**config.mk**
```make
export PLATFORM = sky130hd
export DESIGN_NAME = pipe_wb_regfile
export DESIGN_NICKNAME = d
export VERILOG_FILES = /design/src/rtl/pipe_pkg.sv /design/src/rtl/pipe_sb_cnt.sv /design/src/rtl/pipe_wb_regfile.sv
export SDC_FILE = /design/constraint.sdc
export NUM_CORES = 2
export LEC_CHECK = 0
export CORE_UTILIZATION = 65
export CTS_BUF_LIST = sky130_fd_sc_hd__clkbuf_2 sky130_fd_sc_hd__clkbuf_4 sky130_fd_sc_hd__clkbuf_8
export DETAILED_ROUTE_END_ITERATION = 7
export PLACE_DENSITY_LB_ADDON = 0.3
export SYNTH_ARGS = -nofsm -noshare
export SYNTH_HDL_FRONTEND = slang
export SYNTH_SLANG_ARGS = --single-unit
```
**constraint.sdc**
```tcl
create_clock -name clock -period 4.3 [get_ports clock]
set_input_delay 0.43 -clock clock [delete_from_list [all_inputs] [get_ports clock]]
set_output_delay 0.43 -clock clock [all_outputs]
set_load 0.01 [all_outputs]
```
**src/rtl/pipe_pkg.sv**
```systemverilog
// Shared constants and scoreboard-counter helpers for the write-back register file.
package pipe_pkg;

   localparam int NREG = 32;
   localparam int DW   = 32;
   localparam int AW   = 5;
   localparam int CW   = 2;

   localparam logic [AW-1:0] REG_ZERO = AW'(0);
   localparam logic [AW-1:0] REG_RA   = AW'(31);

   typedef enum logic [1:0] {
      SB_HOLD = 2'd0,
      SB_INC  = 2'd1,
      SB_DEC  = 2'd2
   } sb_op_e;

   // An issue and a retire of the same register in one cycle cancel out.
   function automatic sb_op_e sb_op(input logic inc, input logic dec);
      if (inc && !dec)      return SB_INC;
      else if (dec && !inc) return SB_DEC;
      else                  return SB_HOLD;
   endfunction

endpackage

```
**src/rtl/pipe_sb_cnt.sv**
```systemverilog
// Saturating up/down pending-write counter for one register; o_err flags an
// increment at full scale or a decrement at zero in the current cycle.
module pipe_sb_cnt
   import pipe_pkg::*;
#(
   parameter int W = CW
) (
   input  logic         clock,
   input  logic         resetn,
   input  logic         i_inc,
   input  logic         i_dec,
   output logic [W-1:0] o_cnt,
   output logic         o_err
);

   logic [W-1:0] r_cnt;
   sb_op_e       w_op;

   assign w_op  = sb_op(i_inc, i_dec);
   assign o_cnt = r_cnt;
   assign o_err = ((w_op == SB_INC) && (r_cnt == '1)) ||
                  ((w_op == SB_DEC) && (r_cnt == '0));

   // NOTE: state registers use non-blocking assignments so every flop samples pre-edge values.
   always_ff @(posedge clock) begin
      if (!resetn) begin
         r_cnt <= '0;
      end else begin
         case (w_op)
            SB_INC:  if (r_cnt != '1) r_cnt <= r_cnt + W'(1);
            SB_DEC:  if (r_cnt != '0) r_cnt <= r_cnt - W'(1);
            default: ;
         endcase
      end
   end

endmodule

```
**src/rtl/pipe_wb_regfile.sv**
```systemverilog
// 32x32 register file with r0 tied to zero, two async read ports and a per-register
// pending-write scoreboard. Define REGFILE_BYPASS_EN for same-cycle WB write-through.
module pipe_wb_regfile
   import pipe_pkg::*;
(
   input  logic          clock,
   input  logic          resetn,
   input  logic [AW-1:0] rna,
   input  logic [AW-1:0] rnb,
   output logic [DW-1:0] qa,
   output logic [DW-1:0] qb,
   output logic          busya,
   output logic          busyb,
   input  logic          iss,
   input  logic [AW-1:0] issrn,
   input  logic          wwreg,
   input  logic [AW-1:0] wrn,
   input  logic [DW-1:0] wdi,
   output logic          sb_err
);

   logic [DW-1:0] r_regs [NREG];
   logic          r_sb_err;

   logic [CW-1:0] w_cnt [NREG];
   logic [NREG-1:0] w_err;
   logic          w_wr;

   assign w_wr = wwreg && (wrn != REG_ZERO);

   // r0 never has a counter: index 0 can never be busy or raise an error.
   assign w_cnt[0] = '0;
   assign w_err[0] = 1'b0;

   for (genvar g = 1; g < NREG; g++) begin : g_sb
      pipe_sb_cnt #(.W(CW)) u_cnt (
         .clock  (clock),
         .resetn (resetn),
         .i_inc  (iss   && (issrn == AW'(g))),
         .i_dec  (wwreg && (wrn   == AW'(g))),
         .o_cnt  (w_cnt[g]),
         .o_err  (w_err[g])
      );
   end

   // NOTE: the storage array is reset because the architectural state must read zero after reset.
   always_ff @(posedge clock) begin
      if (!resetn) begin
         for (int i = 0; i < NREG; i++) r_regs[i] <= '0;
         r_sb_err <= 1'b0;
      end else begin
         if (w_wr) r_regs[wrn] <= wdi;
         r_sb_err <= r_sb_err | (|w_err);
      end
   end

   assign sb_err = r_sb_err;

   // NOTE: every output of this block gets a default first so no latch is inferred.
   always_comb begin
      qa    = (rna == REG_ZERO) ? '0 : r_regs[rna];
      qb    = (rnb == REG_ZERO) ? '0 : r_regs[rnb];
      busya = (w_cnt[rna] != '0);
      busyb = (w_cnt[rnb] != '0);
`ifdef REGFILE_BYPASS_EN
      if (w_wr && (wrn == rna)) begin
         qa = wdi;
         if ((w_cnt[rna] == CW'(1)) && !(iss && (issrn == rna))) busya = 1'b0;
      end
      if (w_wr && (wrn == rnb)) begin
         qb = wdi;
         if ((w_cnt[rnb] == CW'(1)) && !(iss && (issrn == rnb))) busyb = 1'b0;
      end
`endif
   end

endmodule
```
Yosys cells after proc, flatten, opt, wreduce, memory -nomap -nowiden
Memories as Yosys holds them, arrays and structs flattened.
Index checks and enable logic that the tools add are counted.
{ "classes": {"n_bitwise": 3, "n_eq_ne": 248, "addsub": 62, "order_cmp": 2, "n_mux": 170, "n_reduce_logical": 411} }
{ "ops": {"columns": ["operator", "n"], "rows": [
  ["$mux W2", 128],
  ["$logic_and A1 B1 Y1", 187],
  ["$ne A2 B2 Y1 const B", 93],
  ["$eq A5 B5 Y1 const B", 32],
  ["$reduce_bool A2 Y1", 64],
  ["$eq A2 B2 Y1 const B", 62],
  ["$pmux W2 S2", 31],
  ["$mux W32", 3],
  ["$reduce_and A3 Y1", 31],
  ["$eq A5 B4 Y1 const B", 16],
  ["$add A2 B1 Y2 const B", 31],
  ["$eq A2 B1 Y1 const B", 31],
  ["$logic_not A1 Y1", 62],
  ["$logic_not A2 Y1", 31],
  ["$sub A2 B1 Y2 const B", 31],
  ["$eq A5 B3 Y1 const B", 8],
  ["$reduce_or A32 Y1", 1],
  ["$logic_or A1 B1 Y1", 31],
  ["$reduce_or A31 Y1", 1],
  ["$bmux W2 S5", 2],
  ["$eq A5 B2 Y1 const B", 4],
  ["$ge A6 B6 Y1 const B", 2],
  ["$not A5 Y6", 2],
  ["$eq A5 B1 Y1 const B", 2],
  ["5 further kinds", 10]
]} }
{ "totals": {"ramBits": 1024, "mem_count": 1, "register_bits": 63} }
{ "mem_list": {"columns": ["memory", "depth", "word_bits", "rd", "rd_ports_with_merged_regs", "write_ports", "line", "rtl"], "rows": [
  ["r_regs", 32, 32, 2, 0, 32, "pipe_wb_regfile.sv:22", "logic [DW-1:0] r_regs [NREG];"]
]} }

Depth between registers and ports, before layout
{ "logic_depth": {"depth_word": 11, "ltp_mapped": 8, "depth_no_buf": 6} }

Cells and area by module
From an unflattened synthesis, not the netlist that was laid out.
{ "unflattened": {"cells_unflattened": 4280, "area_unflattened_um2": 60416.7} }
{ "by_module_without_submodules": {"columns": ["module", "instances", "seq_area_each_um2", "cells_per_inst", "area_per_inst_um2"], "rows": [
  ["pipe_wb_regfile", 1, 30769.5, 3660, 55568.3],
  ["pipe_sb_cnt", 31, 40.0, 20, 156.4]
]} }

Least setup slack after synthesis
No wires, ideal clock.
{ "synth_path": {"path_kind": "input -> register", "start": "input wrn[1]", "end": "memory r_regs[30][0], enable pin", "n_path_buf": 1, "path_slack_ns": 0.359, "arrival_time_ns": 3.475, "stages": 4, "cell_sequence": "nor2b_1 -> clkbuf_1 -> nand2_1 -> o21ai_0"} }
{ "synth_rtl": {"columns": ["item", "line", "rtl"], "rows": [
  ["from (decl)", "pipe_wb_regfile.sv:17", "input logic [AW-1:0] wrn,"],
  ["to (decl)", "pipe_wb_regfile.sv:22", null]
]} }

Worst setup path in the final report
{ "layout_path": {"start": "input rna[0]", "end": "output qa[2]"} }
{ "layout_via": {"elab_chain_len": 2, "elab_cells_between_ends": 3} }
{ "layout_lines": {"columns": ["item", "line", "rtl"], "rows": [
  ["from (decl)", "pipe_wb_regfile.sv:8", "input logic [AW-1:0] rna,"],
  ["$mem_v2 Z32 W32 or $logic_not A5 Y1 (tied branches)", null, null],
  ["$mux W32 (*)", "pipe_wb_regfile.sv:61", "qa = (rna == REG_ZERO) ? '0 : r_regs[rna];"],
  ["to (decl)", "pipe_wb_regfile.sv:10", "output logic [DW-1:0] qa,"]
]} }
Every way passes the cells marked *; elsewhere a longest branch is shown, timed or not.

==> impl_metrics.env <==
export IMPL_status="finished with violations"
export IMPL_failed_checks="DRC"
export IMPL_antenna_left=0
export IMPL_synth_seq_area_share_pct=54.2
export IMPL_grt_pass1_wl_mm=269
export IMPL_viasPerCell=7.43
export IMPL_nNetsFinal=4093
export IMPL_rsz0062_at_grt="no"
export IMPL_avgSynthCellArea_um2=15.1
export IMPL_critical_path_startpoint="rna[0]"
export IMPL_synth_top_area_share_pct=52.1
export IMPL_synthToLayoutAreaGrowth_pct=12.6
export IMPL_yosysWarnings=0
export IMPL_gp_congestion=0.927
export IMPL_clkSlewWorstSetupHoldPaths_ns=0.06
export IMPL_antenna_found_initial=22
export IMPL_reg2reg_from="g_sb[9].u_cnt.o_cnt[0]$_SDFFE_PN0P_"
export IMPL_cts_sinks=1087
export IMPL_fin_tns_setup_ns=0
export IMPL_crit_slowest_cell="buf_8"
export IMPL_yosys_area_top_type="edfxtp_1"
export IMPL_hold_viol=0
export IMPL_slew_viol_final=0
export IMPL_p_seq_share_pct=50.2
export IMPL_cp_common_cell="mux4_2"
export IMPL_critPathTopFamily="multiplexers"
export IMPL_power_density_nw_per_um2=373
export IMPL_grt_max_degree=63
export IMPL_worstPathCellList="buf_8 -> buf_4 -> mux4_2 -> mux4_2 -> mux2i_1 -> nor2_1 -> clkdlybuf4s50_1"
export IMPL_stdcell_count=5379
export IMPL_place_inst=5034
export IMPL_drc_errors=1
export IMPL_power_leakage_nw=22.6
export IMPL_hold_buffers=0
export IMPL_synth_ff_type="edfxtp_1"
export IMPL_clk_latency_ns=0.89
export IMPL_fin_util_pct=73.8
export IMPL_place_area_um2=63000
export IMPL_period_minus_slack_ns=4.01
export IMPL_synth_most_common_cell="edfxtp_1"
export IMPL_post_route_period_util_pct=93.2
export IMPL_rows=110
export IMPL_drt_iter0_drc=7288
export IMPL_switching_share_pct=26.1
export IMPL_synth_edf_count=1024
export IMPL_drtPass1Iterations=8
export IMPL_hold_start="resetn"
export IMPL_fin_hold_ws_ns=0.384
export IMPL_clock_path_buffers=3
export IMPL_fillers=5350
export IMPL_max_freq_mhz=249
export IMPL_multi_input_area_um2=26000
export IMPL_die_width_um=303
export IMPL_p_comb_share_pct=13.7
export IMPL_cts_tree="done"
export IMPL_hp_class="in -> reg"
export IMPL_core_um2=90000
export IMPL_worstReg2RegEnd="sb_err$_SDFF_PN0_"
export IMPL_via_count=39958
export IMPL_cpPeakStageDelay_ns=0.58
export IMPL_critPathKind="in -> out"
export IMPL_setup_viol=0
export IMPL_ir_worst_vdd_v=0.000374
export IMPL_layout_drive_gt1_share_pct=29.2
export IMPL_startpoint_type="primary input"
export IMPL_wl_per_cell_um=35.0
export IMPL_synth_common_cells="edfxtp_1, and2_1, mux4_2"
export IMPL_worstPathMaxFanout=60
export IMPL_synthCells=3904
export IMPL_grt_usage_pct=42.0
export IMPL_critPathCaptureType="primary output"
export IMPL_fin_area_um2=66400
export IMPL_die_area_um2=92000
export IMPL_finalPower_mw=24.8
export IMPL_port_buffers=122
export IMPL_reg2reg_depth=6
export IMPL_holdPathEnd="g_sb[30].u_cnt.o_cnt[0]$_SDFFE_PN0P_"
export IMPL_pwr_share_clk_pct=36.0
export IMPL_synth_area_top_cells="edfxtp_1, mux4_2, and2_1, dfxtp_1, clkbuf_1"
export IMPL_yosys_cell_types_count=63
export IMPL_finalClockSkew_ns=0.0425
export IMPL_required_ns=3.87
export IMPL_overflow=0
export IMPL_wl_mm=189
export IMPL_seq_area_um2=32000
export IMPL_power_switching_mw=6.48
export IMPL_setup_slack_ns=0.291
export IMPL_place_ws_ns=0.339
export IMPL_ys_ff_latch=1087
export IMPL_post_cts_buffers=0
export IMPL_intPower_mw=18.3
export IMPL_start_util_pct=65.6
export IMPL_worstMarginPinSlew_ns=1.18
export IMPL_max_slew_margin_rel_pct=20.8
export IMPL_cts_resized=0
export IMPL_syn_area_um2=59000
export IMPL_worst_path_buf_inv=3
export IMPL_synth_async_sr_flop_share_pct=0
export IMPL_cts_root_buffer="clkbuf_8"
export IMPL_die_h_um=303
export IMPL_maxCapViolCount=0
export IMPL_ios=123
export IMPL_min_path_cells=4
export IMPL_dp_hpwl_mm=111
export IMPL_r2r_setup_slack_ns=2.40
export IMPL_cts_htree_levels=4
export IMPL_cp_arrival_ns=3.58
export IMPL_grt_pass1_vias=39760
export IMPL_cts_buffers_inserted=177
==> state kept, by name, indices dropped and copies added (netlist names) <==
signal / count
g_sb.u_cnt.o_cnt: 62
sb_err: 1
r_regs: 1024
==> cell usage in the layout, fill, tap and decap left out, types with 33 or more instances in the layout <==
cell type	n
clkbuf_8	180
dfxtp_1	63
edfxtp_1	1024
nand3_1	65
nand2_1	102
nor2_1	114
buf_12	55
and2_1	995
clkbuf_4	47
a21oi_1	69
buf_4	151
o21ai_0	81
mux2i_1	66
clkinv_1	59
nor2_4	33
clkdlybuf4s50_1	111
mux4_2	658
==> worst max-delay path by stage <==
stage	end	slack, ns	cells past startpoint
after global placement	qa[3]	0.34	8
final	qa[2]	0.29	7
after CTS	qa[2]	0.33	7
after floorplan	r_regs[30][0]$_SDFFCE_PN0P_	0.36	4
after detailed placement	qa[2]	0.34	7
after global routing	qa[3]	0.20	8
==> cell families (layout without fill, tap and decap cells) <==
group	Yosys count	in the layout	share of synthesized area (%)
buffers and inverters	424	670	2.86
other	1	54	0.00636
multiplexers	724	724	26.2
AND/OR/NAND/NOR	1395	1395	13.8
AO/OA/AOI/OAI	273	273	2.84
flip-flops	1087	1087	54.2
==> metal layers <==
| metal | GRT usage (%) | part of all wire, % |
|---|---|---|
| met2 | 62.8 | 46 |
| met1 | 54.4 | 32 |
| met4 | 26.4 | 6.6 |
| met3 | 12.7 | 16 |
| met5 | 0 | 0.027 |
==> worst reg2reg max path: cells and delay by family (launching register included) <==
kind            cells  cell delay [ns]
compound gates      2             0.27
buf+inv             1             0.06
flops               1             0.42
simple gates        3             0.96
==> final cells by class <==
type,count,area share [%]
diodes,22,0.0829
clock buffers,227,4.26
clock inverters,96,0.872
inverters,21,0.122
multi-input cells,2424,39.1
flip-flops and latches,1087,48.2
well taps,1176,2.21
repair buffers,326,5.18
==> power groups by stage <==
stage	combinational, mW	clock, mW	sequential (mW)
floorplan	2.00	0	12.5
global placement	3.28	0	12.6
detailed placement	3.32	0	12.6
CTS	3.33	8.93	12.4
global route	3.48	9.37	12.5
finish	3.41	8.94	12.4
(Power assumes the default switching activity.)
